==> config.mk <==
export PLATFORM = sky130hd
export DESIGN_NAME = logic_unit_pipe
export DESIGN_NICKNAME = d
export VERILOG_FILES = /design/src/rtl/logic_unit_pipe.sv
export SDC_FILE = /design/constraint.sdc
export NUM_CORES = 1
export LEC_CHECK = 0
export ABC_AREA = 1
export CAP_MARGIN = 20
export CELL_PAD_IN_SITES_DETAIL_PLACEMENT = 1
export CELL_PAD_IN_SITES_GLOBAL_PLACEMENT = 1
export CORE_MARGIN = 2
export CORE_UTILIZATION = 41
export DETAILED_ROUTE_END_ITERATION = 7
export PLACE_DENSITY_LB_ADDON = 0.05
export RECOVER_POWER = 50
export SLEW_MARGIN = 20
export SYNTH_ARGS = -nofsm -noshare
export SYNTH_HDL_FRONTEND = slang
export SYNTH_SLANG_ARGS = --single-unit
==> constraint.sdc <==
create_clock -name clk_i -period 4.9 [get_ports clk_i]
set_input_delay 0.49 -clock clk_i [delete_from_list [all_inputs] [get_ports clk_i]]
set_output_delay 0.49 -clock clk_i [all_outputs]
set_load 0.02 [all_outputs]
==> src/rtl/logic_unit_pipe.sv <==
// Pipelined bitwise logic unit: eight ops, WIDTH-bit operands,
// STAGES-deep register pipe with valid/ready back-pressure.
module logic_unit_pipe #(
  parameter int WIDTH  = 32,
  parameter int STAGES = 2
) (
  input  logic             clk_i,
  input  logic             rst_i,
  input  logic             in_valid_i,
  output logic             in_ready_o,
  input  logic [2:0]       op_i,
  input  logic [WIDTH-1:0] a_i,
  input  logic [WIDTH-1:0] b_i,
  output logic             out_valid_o,
  input  logic             out_ready_i,
  output logic [WIDTH-1:0] y_o,
  output logic             zero_o
);

  logic [STAGES-1:0] vld_q;
  logic [WIDTH-1:0]  res_q [STAGES];
  logic [WIDTH-1:0]  res_d;
  logic              adv;

  always_comb begin
    res_d = '0;
    unique case (op_i)
      3'b000: res_d = a_i & b_i;
      3'b001: res_d = a_i | b_i;
      3'b010: res_d = a_i ^ b_i;
      3'b011: res_d = ~(a_i | b_i);
      3'b100: res_d = a_i & ~b_i;
      3'b101: res_d = ~(a_i ^ b_i);
      3'b110: res_d = a_i;
      3'b111: res_d = '0;
      default: res_d = '0;
    endcase
  end

  // The whole pipe moves in lockstep; a full tail blocks everything.
  assign adv        = out_ready_i | ~vld_q[STAGES-1];
  assign in_ready_o = adv;

  always_ff @(posedge clk_i or posedge rst_i) begin
    if (rst_i) begin
      vld_q[0] <= 1'b0;
      res_q[0] <= '0;
    end else if (adv) begin
      vld_q[0] <= in_valid_i;
      res_q[0] <= in_valid_i ? res_d : '0;
    end
  end

  for (genvar g = 1; g < STAGES; g++) begin : g_stage
    always_ff @(posedge clk_i or posedge rst_i) begin
      if (rst_i) begin
        vld_q[g] <= 1'b0;
        res_q[g] <= '0;
      end else if (adv) begin
        vld_q[g] <= vld_q[g-1];
        res_q[g] <= res_q[g-1];
      end
    end
  end

  assign out_valid_o = vld_q[STAGES-1];
  assign y_o         = res_q[STAGES-1];
  assign zero_o      = out_valid_o & (y_o == '0);

endmodule

==> impl_metrics.env, run 1 <==
export IMPL_hold_start="vld_q[0]"
export IMPL_ys_types=19
export IMPL_arrival_ns=2.42
export IMPL_core_region_area_sq_um=14420
export IMPL_placed_area_sq_um=6843
export IMPL_gp_congestion=0.7741
export IMPL_reg2reg_from="out_valid_o"
export IMPL_dieArea_sq_um=15650
export IMPL_initial_utilization=0.4169
export IMPL_ir_drop_uv=133.0
export IMPL_slowest_stage="clkdlybuf4s50_1"
export IMPL_status="complete, no violations"
export IMPL_antennaDiodeCount=0
export IMPL_final_area_sq_um=7137
export IMPL_antenna_left=0
export IMPL_wl_per_cell_um=18.05
export IMPL_max_stage_delay_ns=0.58
export IMPL_fin_skew_ns=0.01271
export IMPL_num_rows=44
export IMPL_tightest_slew_ns=1.264
export IMPL_drt_total_wl_um=20960
export IMPL_drc=0
export IMPL_cts_hold_buffers_added=0
export IMPL_fin_nets=1075
export IMPL_htreeDepth=3
export IMPL_numCtsBuffers=9
export IMPL_root_buffer="clkbuf_16"
export IMPL_clk_pin_slew_worst_paths_ns=0.05
export IMPL_rsz0062_at_grt="no"
export IMPL_grt_max_degree=66
export IMPL_yosys_warnings=0
export IMPL_ys_ff_latch=66
export IMPL_path_max_fanout=65
export IMPL_cts_tree="done"
export IMPL_hold_class="flip-flop to flip-flop"
export IMPL_synthCells=942
export IMPL_gr_total_overflow=0
export IMPL_clock_sinks=66
export IMPL_setup_violations=0
export IMPL_synth_area_top_cells="dfrtp_1 (27%), nand3_1 (15%), nand2_1 (10%), inv_1 (10%), nand4_1 (8.5%)"
export IMPL_avgSynthCellArea_sq_um=6.384
export IMPL_startpoint_type="input port"
export IMPL_setup_ws_ns=1.988
export IMPL_finalHoldViolCount=0
export IMPL_ys_seq_area_frac=0.2747
export IMPL_areaGrowthSynthToFinish_pct=18.68
export IMPL_slew_headroom=0.1567
export IMPL_port_buffer_count=105
export IMPL_slew_viol_final=0
export IMPL_crit_type="input port to primary output"
export IMPL_p_leak_nw=3.498
export IMPL_insertion_delay_ns=0.34
export IMPL_fmax_mhz=343.4
export IMPL_die_h_um=125.1
export IMPL_crit_buf_inv=4
export IMPL_grt_pass1_vias=6597
export IMPL_reg2reg_depth=9
export IMPL_pre_cts_ws_ns=1.950
export IMPL_grt_pass1_wl_um=33720
export IMPL_syn_num_nets=1045
export IMPL_cts_resized=0
export IMPL_power_density_nw_per_um2=272.4
export IMPL_fin_setup_tns_ns=0
export IMPL_crit_chain="dlygate4sd3_1, nor2_4, buf_4, clkinv_1, clkdlybuf4s50_1"
export IMPL_cts_buffer_depth=2
export IMPL_holdPathEnd="out_valid_o"
export IMPL_drive_above_1_share=0.03992
export IMPL_required_ns=4.41
export IMPL_reg2reg_to="res_q[34]"
export IMPL_postCtsSetupBuffers=0
export IMPL_drt_initial_drc_count=347
export IMPL_io_pins=106
export IMPL_gr_usage_all_layers=0.2691
export IMPL_synthesis_area_sq_um=6013
export IMPL_antenna_found_initial=1
export IMPL_yosysTopAreaCell="dfrtp_1"
export IMPL_min_path_cells=2
export IMPL_dp_hpwl_um=13590
export IMPL_dr_pass1_iters=5
export IMPL_yosys_area_top_type_share=0.2747
export IMPL_vias=6365
export IMPL_vias_per_cell=5.482
export IMPL_period_needed_ns=2.912
export IMPL_nFillCells=1892
export IMPL_timing_reg2reg_setup_slack_ns=2.98
export IMPL_die_x_um=125.1
export IMPL_dp_cells=1145
export IMPL_worstSetupEndpointType="primary output"
export IMPL_stdcell_count=1161
export IMPL_max_cap_violations=0
export IMPL_period_share=0.5943
export IMPL_hold_ws_ns=0.4490
export IMPL_critPathTopFamily="buffers and inverters"
-- power by group --
group	internal, W	switching (W)	leakage [nW]
Clock	0.000371	0.000271	0.130
Sequential	0.000618	0.0000427	0.871
Combinational	0.000249	0.000393	2.50
-- cell usage in the layout, fill, tap and decap left out --
master,instances
clkbuf_8,2
clkinv_4,1
o21ai_0,33
buf_4,15
clkinvlp_4,4
dfrtp_1,66
nand4_1,82
nor2_4,4
buf_2,2
clkdlybuf4s50_1,99
clkinv_1,1
nor4_1,3
inv_2,2
dlygate4sd3_1,3
nor3_1,1
o21bai_1,32
nand3_1,177
ha_1,32
clkbuf_16,9
nand2_1,167
nor2_1,76
inv_1,166
-- worst register-to-register path, delay by kind of cell (launching register included) --
kind | cells | cell delay [ns]
AOI/OAI and AO/OA | 1 | 0.08
buffers and inverters | 5 | 1.06
DFF | 1 | 0.34
and+or+nand+nor | 3 | 0.33
-- state kept, by name, summed over array words and instances, names as in the netlist --
register and flops:
res_q 32, vld_q 1, y_o 32, out_valid_o 1
-- how the worst max path moves through the flow --
| stage | start | to | slack (ns) | cells past startpoint |
|---|---|---|---|---|
| after CTS | out_ready_i | in_ready_o | 2.09 | 5 |
| after global placement | op_i[1] | res_q[53] | 2.09 | 7 |
| after floorplan | rst_i | out_valid_o | 2.76 | 1 |
| after detailed placement | op_i[1] | res_q[34] | 1.95 | 7 |
| final | out_ready_i | in_ready_o | 1.99 | 5 |
| after global routing | out_ready_i | in_ready_o | 1.86 | 5 |
-- metrics by stage --
stage,utilization,total power [W]
after floorplan,-,0.001090
after global placement,0.4744,0.001280
after detailed placement,0.4744,0.001312
after CTS,0.4946,0.001958
after global routing,0.4948,0.002054
final,0.4948,0.001944
-- final cells by class --
type	instances	area [sq um]	share of cell area
flip-flops and latches	66	1652	0.2314
multi-input cells	607	3186	0.4464
inverters	169	634.4	0.08888
repair buffers	119	1144	0.1602
well taps	184	230.2	0.03226
clock buffers	11	252.7	0.03541
clock inverters	5	38.79	0.005435
-- kinds of logic (layout without fill, tap and decap cells) --
family	count (synthesis)	after routing	share of synthesized area
adders and majority gates	32	32	0.06658
AOI/OAI and AO/OA	65	65	0.06742
and+or+nand+nor	510	510	0.3916
DFF	66	66	0.2747
buffers and inverters	269	304	0.1997
-- Yosys cell counts --
library cell	instances
nand4_1	82
nor2_1	78
nor4_1	3
nand2_1	167
clkbuf_1	27
buf_2	30
buf_6	2
nand3_1	177
o21ai_0	33
buf_4	37
dfrtp_1	66
o21bai_1	32
buf_1	4
ha_1	32
nor3_1	1
clkinv_1	1
nor2_2	2
inv_1	166
inv_2	2
-- routing by layer --
metal  vias to the layer above  GRT usage  routed length [um]  part of all wire
li1                       3082          -                   -                 -
met1                      3118     0.3606                9779              0.47
met2                       146     0.4549               10090              0.48
met3                        19    0.03380                 846             0.040
met4                         0    0.08235                 238             0.011
met5                         -          0                   0                 0
Note: power is estimated with default switching activity, not from simulation.
==> inputs of run 2 (changes only) <==
CORE_UTILIZATION = 38   (was 41)
clock period = 2.95 ns   (was 4.9 ns; I/O delays follow)
==> run 2 against run 1 <==
Net effect:
- die area is 7.6% higher
- hold slack improved by 0.0061 ns
- routed wire length grew 0.64%
- largest cell class unchanged
- highest routed layer unchanged
==> impl_metrics.env, run 2 (same netlist as run 1, synthesis figures left out) <==
export IMPL_final_common_cell="nand3_1"
export IMPL_tightest_slew_ns=1.358
export IMPL_grt_max_degree=97
export IMPL_power_density_nw_per_um2=472.8
export IMPL_dp_hpwl_um=14070
export IMPL_drt_total_wl_um=21090
export IMPL_vias_per_cell=5.370
export IMPL_die_h_um=129.8
export IMPL_areaGrowthSynthToFinish_pct=20.79
export IMPL_highest_layer="met4"
export IMPL_rsz0062_at_grt="no"
export IMPL_wl_met3_um=777
export IMPL_startpoint_type="flip-flop"
export IMPL_drt_initial_drc_count=343
export IMPL_vias=6396
export IMPL_postCtsSetupBuffers=0
export IMPL_p_leak_nw=3.558
export IMPL_fin_setup_tns_ns=0
export IMPL_worstSetupEndpointType="primary output"
export IMPL_path_max_fanout=3
export IMPL_fin_nets=1079
export IMPL_port_buffer_count=105
export IMPL_clock_sinks=66
export IMPL_wl_met1_um=10010
export IMPL_root_buffer="clkbuf_16"
export IMPL_clk_pin_slew_worst_paths_ns=0.06
export IMPL_wl_met2_um=9996
export IMPL_wl_per_cell_um=17.71
export IMPL_slew_viol_final=0
export IMPL_antenna_left=0
export IMPL_slew_headroom=0.09375
export IMPL_antennaDiodeCount=0
export IMPL_cts_resized=0
export IMPL_stdcell_count=1191
export IMPL_initial_utilization=0.3926
export IMPL_cts_tree="done"
export IMPL_setup_violations=0
export IMPL_placed_area_sq_um=6927
export IMPL_final_area_sq_um=7263
export IMPL_numCtsBuffers=9
export IMPL_finalHoldViolCount=0
export IMPL_grt_pass1_vias=6790
export IMPL_antenna_found_initial=0
export IMPL_insertion_delay_ns=0.34
export IMPL_status="complete, no violations"
export IMPL_core_region_area_sq_um=15310
export IMPL_num_rows=45
export IMPL_gr_usage_all_layers=0.2569
export IMPL_max_cap_violations=0
export IMPL_required_ns=2.65
export IMPL_fin_skew_ns=0.01018
export IMPL_htreeDepth=3
export IMPL_utilization=0.4743
export IMPL_grt_pass1_wl_um=34000
export IMPL_nFillCells=2028
export IMPL_gp_congestion=0.7919
export IMPL_dr_pass1_iters=5
export IMPL_dieArea_sq_um=16850
export IMPL_ir_drop_uv=313.7
export IMPL_die_x_um=129.8
export IMPL_seq_area_sq_um=1652
export IMPL_gr_total_overflow=0
export IMPL_io_pins=106
export IMPL_drc=0
export IMPL_dp_cells=1176
export IMPL_hold_class="flip-flop to flip-flop"
export IMPL_fmax_mhz=442.5
export IMPL_mostFrequentLayoutCells="nand3_1 (177), nand2_1 (167), inv_1 (166), clkdlybuf4s50_1 (101), nand4_1 (82)"
export IMPL_drive_above_1_share=0.04286
export IMPL_period_needed_ns=2.260
export IMPL_crit_type="flip-flop to primary output"
export IMPL_cts_buffer_depth=2
export IMPL_cts_hold_buffers_added=0
export IMPL_multi_input_area_sq_um=3181
export IMPL_arrival_ns=1.96
export IMPL_period_share=0.7661
run 2: changes by cell type in the layout (fill, tap and decap cells not counted), moves of 2 or more:
cell	previous run	this run
dlygate4sd3_1	3	1
clkbuf_2	0	2
bufinv_16	0	3
clkinvlp_4	4	1
buf_12	0	2
clkdlybuf4s50_1	99	101
run 2: worst max-delay path, stage by stage, from the launching register on:
cell             delay [ns]
dfrtp_1                0.40
nor4_1                 0.39
nand4_1                0.13
nor2_1                 0.11
clkdlybuf4s50_1        0.60
run 2: final timing paths:
kind | startpoint | to | slack [ns] | cells after the start
worst max-delay path | y_o[0] | zero_o | 0.69 | 4
worst min-delay path | vld_q[0] | out_valid_o | 0.46 | 2
worst max register to register | out_valid_o | res_q[52] | 1.21 | 6
worst min register to register | vld_q[0] | out_valid_o | 0.46 | 2
max in group asynchronous | rst_i | y_o[29] | 1.27 | 3
min in group asynchronous | rst_i | res_q[56] | 0.82 | 2
run 2: metal layers:
layer,up-vias,track usage
met5,-,0
met4,0,0.09867
met3,21,0.02255
met2,153,0.4346
met1,3123,0.3418
li1,3099,-
run 2: power by group:
group | internal (W) | switching, W | leakage, nW
Combinational | 0.000420 | 0.000652 | 2.52
Clock | 0.000842 | 0.000425 | 0.165
Sequential | 0.00103 | 0.0000691 | 0.871
Total | 0.00229 | 0.00115 | 3.56
run 2: metrics by stage:
step                      hold WS (ns)  setup WS, ns  total power [W]
after floorplan                 0.4198         1.000         0.001810
after global placement          0.4386        0.9273         0.002139
after detailed placement        0.4452        0.8581         0.002185
after CTS                       0.4600        0.6514         0.003458
after global routing            0.4743        0.5329         0.003618
final                           0.4551        0.6900         0.003434
run 2: layout make-up:
class / instances / share of cell area
clock buffers: 10 / 0.03290
clock inverters: 5 / 0.01413
inverters: 169 / 0.08734
multi-input cells: 607 / 0.4379
flip-flops and latches: 66 / 0.2274
well taps: 211 / 0.03635
repair buffers: 123 / 0.1640
==> inputs of run 3 (changes only) <==
clock period = 2.3 ns   (was 2.95 ns; I/O delays follow)
==> run 3 against run 2 <==
Net effect:
- sequential cell count unchanged
- the flow now finishes with violations (capacitance limit, slew limit)
- combinational power increased by 29%
- clock power about the same
- via count increased by 0.36%
- final cell count increased by 0.34%
- routed wire length decreased by 2.3%
- design area decreased by 0.88%
- hold slack got worse by 0.0060 ns
- register-to-register slack got worse by 0.73 ns
- power increased by 17%
- clock skew decreased by 0.0017 ns
==> impl_metrics.env, run 3 (same netlist as run 1, synthesis figures left out) <==
export IMPL_core_region_area_sq_um=15310
export IMPL_root_buffer="clkbuf_16"
export IMPL_startpoint_type="flip-flop"
export IMPL_tightest_slew_ns=1.567
export IMPL_fmax_mhz=546.0
export IMPL_crit_buf_inv=1
export IMPL_cts_tree="done"
export IMPL_cts_buffer_depth=2
export IMPL_nFillCells=2032
export IMPL_dieArea_sq_um=16850
export IMPL_grt_pass1_vias=6580
export IMPL_status="finished, violations left"
export IMPL_timing_reg2reg_setup_slack_ns=0.48
export IMPL_wl_per_cell_um=17.25
export IMPL_reg2reg_from="out_valid_o"
export IMPL_crit_chain="nor4_4, nand4_1, nor2_1, dlymetal6s2s_1"
export IMPL_setup_ws_ns=0.4686
export IMPL_path_max_fanout=3
export IMPL_grt_max_degree=97
export IMPL_reg2reg_to="y_o[25]"
export IMPL_finalHoldViolCount=0
export IMPL_htreeDepth=3
export IMPL_die_x_um=129.8
export IMPL_max_stage_delay_ns=0.42
export IMPL_gp_congestion=0.8427
export IMPL_vias=6419
export IMPL_fin_skew_ns=0.008472
export IMPL_clock_sinks=66
export IMPL_pre_cts_ws_ns=0.2293
export IMPL_fin_nets=1083
export IMPL_holdPathEnd="out_valid_o"
export IMPL_crit_type="flip-flop to primary output"
export IMPL_utilization=0.4701
export IMPL_hold_start="vld_q[0]"
export IMPL_insertion_delay_ns=0.35
export IMPL_mostFrequentLayoutCells="nand3_1 (177), nand2_1 (167), inv_1 (165), clkdlybuf4s50_1 (101), nand4_1 (82)"
export IMPL_drt_total_wl_um=20610
export IMPL_p_leak_nw=3.555
export IMPL_antenna_found_initial=0
export IMPL_power_density_nw_per_um2=559.3
export IMPL_num_rows=45
export IMPL_io_pins=106
export IMPL_antenna_left=0
export IMPL_final_common_cell="nand3_1"
export IMPL_min_path_cells=2
export IMPL_port_buffer_count=105
export IMPL_slowest_stage="dfrtp_1"
export IMPL_slew_viol_final=67
export IMPL_critPathTopFamily="simple AND/OR/NAND/NOR gates"
export IMPL_drt_initial_drc_count=383
export IMPL_reg2reg_depth=4
export IMPL_rsz0062_at_grt="no"
export IMPL_drc=0
export IMPL_worstSetupEndpointType="primary output"
export IMPL_grt_pass1_wl_um=33760
export IMPL_slew_headroom=-0.04440
export IMPL_max_cap_violations=1
export IMPL_failed_checks="capacitance limit, slew limit"
export IMPL_postCtsSetupBuffers=0
export IMPL_gr_total_overflow=0
export IMPL_hold_class="flip-flop to flip-flop"
export IMPL_arrival_ns=1.60
export IMPL_ir_drop_uv=388.2
export IMPL_clk_pin_slew_worst_paths_ns=0.05
export IMPL_antennaDiodeCount=0
export IMPL_required_ns=2.07
export IMPL_initial_utilization=0.3926
export IMPL_numCtsBuffers=9
export IMPL_areaGrowthSynthToFinish_pct=19.73
export IMPL_setup_violations=0
export IMPL_cts_resized=2
export IMPL_dr_pass1_iters=5
export IMPL_fin_setup_tns_ns=0
export IMPL_vias_per_cell=5.372
export IMPL_die_h_um=129.8
export IMPL_cts_hold_buffers_added=0
export IMPL_period_share=0.7963
export IMPL_gr_usage_all_layers=0.2550
export IMPL_dp_hpwl_um=13920
export IMPL_period_needed_ns=1.831
export IMPL_drive_above_1_share=0.04472
==> run 3: worst min-delay path, cell delays in order, from the launching register on <==
cell     delay [ns]
dfrtp_1        0.32
inv_1          0.05
nand2_1        0.05
==> run 3: stage by stage <==
| stage | cell area [sq um] | instances | hold WS (ns) | power, W |
|---|---|---|---|---|
| 2_1_floorplan | 6013 | 942 | 0.3690 | 0.002322 |
| 5_1_grt | 7199 | 1195 | 0.4941 | 0.004276 |
| 3_3_place_gp | 6957 | 1180 | 0.4403 | 0.002746 |
| 4_1_cts | 7224 | 1195 | 0.3032 | 0.004068 |
| 6_report | 7199 | 1195 | 0.4491 | 0.004027 |
| 3_5_place_dp | 6957 | 1180 | 0.4404 | 0.002800 |
==> run 3: power by group <==
| group | switching (W) | internal (W) |
|---|---|---|
| Clock | 0.000529 | 0.000716 |
| Sequential | 0.0000904 | 0.00132 |
| Combinational | 0.000829 | 0.000546 |
==> run 3: area by class of cell <==
type / instances / area (sq um) / share of cell area
clock buffer: 11 / 232.7 / 0.03233
clock inverter: 4 / 20.02 / 0.002781
inverter: 169 / 634.4 / 0.08811
multi-input combinational: 607 / 3188 / 0.4428
sequential: 66 / 1652 / 0.2294
tap: 211 / 264.0 / 0.03667
timing repair buffer: 127 / 1209 / 0.1679
==> run 3: worst max path at each step <==
stage / start / end / slack (ns) / cells after the start
5_1_grt: out_valid_o / y_o[25] / 0.24 / 4
6_report: y_o[0] / zero_o / 0.47 / 4
2_1_floorplan: rst_i / out_valid_o / 0.42 / 1
4_1_cts: y_o[0] / zero_o / 0.05 / 4
3_5_place_dp: y_o[0] / zero_o / 0.23 / 4
3_3_place_gp: y_o[0] / zero_o / 0.24 / 4
==> run 3: metal layers <==
metal,up-vias,wire length (um),GRT usage,share of wire
li1,3111,-,-,-
met1,3130,9745,0.3394,0.47
met2,159,9758,0.4330,0.47
met3,19,861,0.03280,0.042
met4,0,247,0.07717,0.012
met5,-,0,0,0
==> edit 1 (flow settings as in run 1) <==
Reset style: synchronous (`rst_i`), changed in 2 clocked blocks.
--- a/src/rtl/logic_unit_pipe.sv
+++ b/src/rtl/logic_unit_pipe.sv
@@ -41,7 +41,7 @@
   assign adv        = out_ready_i | ~vld_q[STAGES-1];
   assign in_ready_o = adv;
 
-  always_ff @(posedge clk_i or posedge rst_i) begin
+  always_ff @(posedge clk_i) begin
     if (rst_i) begin
       vld_q[0] <= 1'b0;
       res_q[0] <= '0;
@@ -52,7 +52,7 @@
   end
 
   for (genvar g = 1; g < STAGES; g++) begin : g_stage
-    always_ff @(posedge clk_i or posedge rst_i) begin
+    always_ff @(posedge clk_i) begin
       if (rst_i) begin
         vld_q[g] <= 1'b0;
         res_q[g] <= '0;
Function: differs if rst_i is asserted again (counterexample within 4 cycles, from zero or initial values and one cycle with rst_i high); with rst_i held inactive, the same outputs for 10 cycles.
==> edit 1 against run 1 <==
The flow now finishes with violations (capacitance limit, slew limit); routed wire length fell by 19%; cell count fell by 13%; sequential cell count did not move; non-clock buffer count fell by 7; setup slack got worse by 0.83 ns; final area fell by 6.6%; total power fell by 6.9%; synthesized area fell by 13%; critical endpoint is now res_q[1][3]; largest power group is now the clock network.
==> edit 1: results <==
metrics = {
    "routing": {
        "routed_wl_um": 16900,
        "drt-vias-per-instance": 5.205,
        "vias": 5231,
        "drt_iter0_drc": 285,
    },
    "logic_synthesis": {
        "synthDistinctLibCells": 23,
        "synth_seq_area_share_pct": 37.48,
        "syn_area_per_cell_sq_um": 6.980,
        "synth-edff-count": 64,
        "synthArstFlopShare_pct": 0,
        "synthTopCellsByArea": "edfxtp_1 (37%), nand2_1 (13%), inv_1 (9.8%), ha_1 (7.6%), nor2_1 (7.3%)",
        "synth_fp_nets": 853,
        "synthFlopType": "edfxtp_1",
        "yosys-top-cells-count": "nand2_1 (187), inv_1 (136), nor2_1 (102), edfxtp_1 (64), nand4_1 (56)",
    },
    "sta": {
        "slew_violations": 38,
        "whs_ns": 0.5366,
        "worst_slack_ns": 1.155,
        "max_slew_margin_pct": -77.37,
        "fin_skew_ns": 0.01036,
    },
    "hold_path": {
        "min_path_type": "flop to flop",
        "worstHoldStart": "vld_q[0]",
        "hold_end": "out_valid_o",
    },
    "pwr": {
        "p_clk_share_pct": 41.3,
        "seq_power_uw": 674,
        "seq_power_share_pct": 37.3,
        "intPower_uw": 1312,
        "ir_drop_mv": 0.2060,
        "total_leakage_power_uw": 0.003303,
    },
    "status": {
        "outcome": "complete, but fails checks",
        "violations": "capacitance limit, slew limit",
    },
    "final_layout": {
        "fin_nets": 931,
        "drive_above_1_share_pct": 3.962,
        "antenna_cells": 0,
    },
    "critical_path": {
        "crit_arrival_ns": 3.73,
        "r2r-end": "res_q[1][3]",
        "cpPeakStageDelay_ns": 1.93,
        "cp_top_family": "simple AND/OR/NAND/NOR gates",
        "rrSetupSlack_ns": 1.46,
        "cp_max_fo": 37,
        "critPathKind": "primary input to flop",
        "worst_path_max_delay_cell": "or2_0",
        "timing.rr.start": "out_valid_o",
        "reg2regPathDepth": 5,
    },
    "placement": {
        "gp_congestion": 0.8130,
        "dp_cells": 989,
        "dpl.hpwl_um": 11520,
        "place_area_sq_um": 6321,
        "place_ws_ns": 1.556,
        "port_buffers": 105,
    },
    "clock_tree": {
        "cts.root.buffer_cell": "clkbuf_16",
    },
    "global_route": {
        "grt_max_degree": 65,
        "grt_pass1_wl_um": 26880,
        "antenna_found_initial": 0,
        "grt_usage_pct": 25.61,
    },
    "flow_run": {
        "drv_cap": 1,
    },
}
[edit 1: per-layer routing]
metal  wire length (um)  vias to the layer above  GRT usage, %
li1                   -                     2572             -
met1               7129                     2482         31.07
met2               8535                      157         46.47
met3                892                       20         3.090
met4                341                        0         9.725
met5                  0                        -             0
[edit 1: cell type report]
cell class              count  area (sq um)
multi-input cells         500          2516
well taps                 172         215.2
clock inverters             6         115.1
repair buffers            112          1106
flip-flops and latches     66          1962
clock buffers              10         229.0
inverters                 139         521.8
fillers                  1637          5852
[edit 1: cells by family (layout without fill, tap and decap cells)]
group / count (synthesis) / count (layout) / synth area share [%]
AOI/OAI and AO/OA: 53 / 53 / 5.067
adders and majority gates: 32 / 32 / 7.648
buffers and inverters: 184 / 267 / 14.51
DFF: 66 / 66 / 37.48
and+or+nand+nor: 415 / 415 / 35.30
[edit 1: tightest hold or removal path, stage by stage (launching register included)]
cell and delay (ns):
dfxtp_1 0.32, inv_1 0.08, a21oi_1 0.08
==> edit 2 (flow settings as in run 1) <==
Made on the original files. `WIDTH`: 32 -> 64.
--- a/src/rtl/logic_unit_pipe.sv
+++ b/src/rtl/logic_unit_pipe.sv
@@ -1,7 +1,7 @@
 // Pipelined bitwise logic unit: eight ops, WIDTH-bit operands,
 // STAGES-deep register pipe with valid/ready back-pressure.
 module logic_unit_pipe #(
-  parameter int WIDTH  = 32,
+  parameter int WIDTH  = 64,
   parameter int STAGES = 2
 ) (
   input  logic             clk_i,
Interface: changed (resized a_i, b_i and y_o); port bits go from 106 to 202. The function was not compared with the original's and may differ.
==> edit 2 against run 1 <==
The flow now finishes with violations (capacitance limit, slew limit); sequential share of layout area increased by 0.16 points; sequential cell count is 64 higher; final area rose by 96%; clock power up 87%; die area up 94%; fmax down 25%; total power rose by 94%; critical path depth is the same; synthesized area grew 98%; setup slack got worse by 0.95 ns; register-to-register slack got worse by 0.54 ns; routed wire length rose by 100%; synthesized cell count increased by 99%; critical path type unchanged.
==> edit 2: results <==
metrics = {
    "global_route": {
        "grt_pass1_wl_um": 69070,
        "grt_pass1_vias": 13310,
        "grt_max_degree": 103,
        "grt_overflow": 0,
        "grt_usage_pct": 28.16,
    },
    "critical_path": {
        "reg2regPathDepth": 6,
        "r2r-end": "res_q[71]",
        "timing.rr.start": "out_valid_o",
        "cpPeakStageDelay_ns": 1.38,
        "cp_top_family": "buffers and inverters",
        "worst_path_max_delay_cell": "clkbuf_2",
        "rrSetupSlack_ns": 2.44,
        "cp_max_fo": 67,
    },
    "pwr": {
        "ir_drop_mv": 0.1697,
        "total_leakage_power_uw": 0.006829,
    },
    "placement": {
        "place_ws_ns": 1.726,
        "gp_congestion": 0.7914,
        "port_buffers": 201,
        "place_area_sq_um": 13460,
        "dp_cells": 2273,
        "dpl.hpwl_um": 26290,
    },
    "clock_tree": {
        "cts-resized-gates": 0,
        "cts.root.buffer_cell": "clkbuf_16",
        "clkTransAtPathRegs_ns": 0.07,
        "htreeDepth": 4,
        "clock_path_buffers": 2,
        "numCtsBuffers": 17,
        "cts_setup_buffers": 0,
        "worstSkewPairLatency_ns": 0.43,
    },
    "logic_synthesis": {
        "synth_compound_area_share_pct": 6.780,
        "yosys-top-cells-count": "nand3_1 (348), nand2_1 (328), inv_1 (325), nand4_1 (171), nor2_1 (162)",
        "synthFlopType": "dfrtp_1",
        "synth_warnings": 0,
        "yosys.area_share.adder_pct": 6.738,
        "synth_seq_area_share_pct": 27.37,
        "syn_area_per_cell_sq_um": 6.345,
        "synth_fp_nets": 2072,
        "synthArstFlopShare_pct": 100.0,
        "synthTopCellsByArea": "dfrtp_1 (27%), nand3_1 (15%), nand2_1 (10%), inv_1 (10%), nand4_1 (9.0%)",
        "synthXorXnorAreaFrac_pct": 0,
        "synthMuxAreaShare_pct": 0,
    },
    "sta": {
        "max_slew_margin_pct": -29.40,
        "whs_ns": 0.4700,
        "slew_violations": 99,
        "fin_skew_ns": 0.01288,
    },
    "final_layout": {
        "fillers": 3800,
        "drive_above_1_share_pct": 3.071,
        "fin_area_sq_um": 13960,
    },
    "hold_path": {
        "hold_depth": 2,
        "hold_end": "out_valid_o",
    },
    "routing": {
        "routed_wl_um": 42600,
        "drt_iter0_drc": 905,
        "drt-vias-per-instance": 5.544,
        "wl_per_cell_um": 18.47,
    },
    "status": {
        "outcome": "complete, but fails checks",
        "violations": "capacitance limit, slew limit",
    },
    "flow_run": {
        "drv_cap": 2,
    },
}
==> edit 2: cell types whose count changed after synthesis, moves of 29 or more <==
cell,before,now
nand3_1,177,348
nand2_1,167,328
inv_1,166,325
nand4_1,82,171
nor2_1,78,162
dfrtp_1,66,130
clkbuf_1,27,67
ha_1,32,64
o21ai_0,33,65
o21bai_1,32,64
buf_4,37,66
==> edit 2: how the worst max path moves through the flow <==
| stage | from | endpoint | slack (ns) | cells past startpoint |
|---|---|---|---|---|
| final | out_ready_i | in_ready_o | 1.04 | 5 |
| after CTS | y_o[23] | zero_o | 1.75 | 6 |
| after floorplan | rst_i | out_valid_o | 0.94 | 1 |
| after global routing | out_ready_i | in_ready_o | 0.90 | 5 |
| after detailed placement | op_i[1] | res_q[72] | 1.73 | 8 |
| after global placement | out_ready_i | in_ready_o | 1.80 | 5 |
==> edit 2: worst reg2reg max path: cells and delay by family (launching register included) <==
| family | cells | cell delay [ns] |
|---|---|---|
| compound gates | 1 | 0.24 |
| simple gates | 2 | 0.20 |
| buf+inv | 3 | 1.52 |
| flops | 1 | 0.39 |
==> edit 2: area by class of cell <==
type / count / area share [%]
Timing Repair Buffer: 220 / 15.31
Antenna cell: 1 / 0.01793
Sequential cell: 130 / 23.30
Multi-Input combinational cell: 1210 / 45.31
Clock buffer: 22 / 3.254
Tap cell: 384 / 3.442
Clock inverter: 10 / 0.4482
Inverter: 329 / 8.918
==> edit 2: routing by layer <==
| layer | global-route usage, % | part of all wire [%] |
|---|---|---|
| met5 | 0 | 0 |
| met4 | 6.968 | 1.3 |
| met3 | 3.259 | 4.3 |
| met2 | 48.68 | 48 |
| met1 | 37.45 | 46 |
==> edit 2: power breakdown <==
group / internal, uW / switching, uW
logic: 486 / 774
clock network: 656 / 541
registers: 1220 / 93.4
total: 2360 / 1410
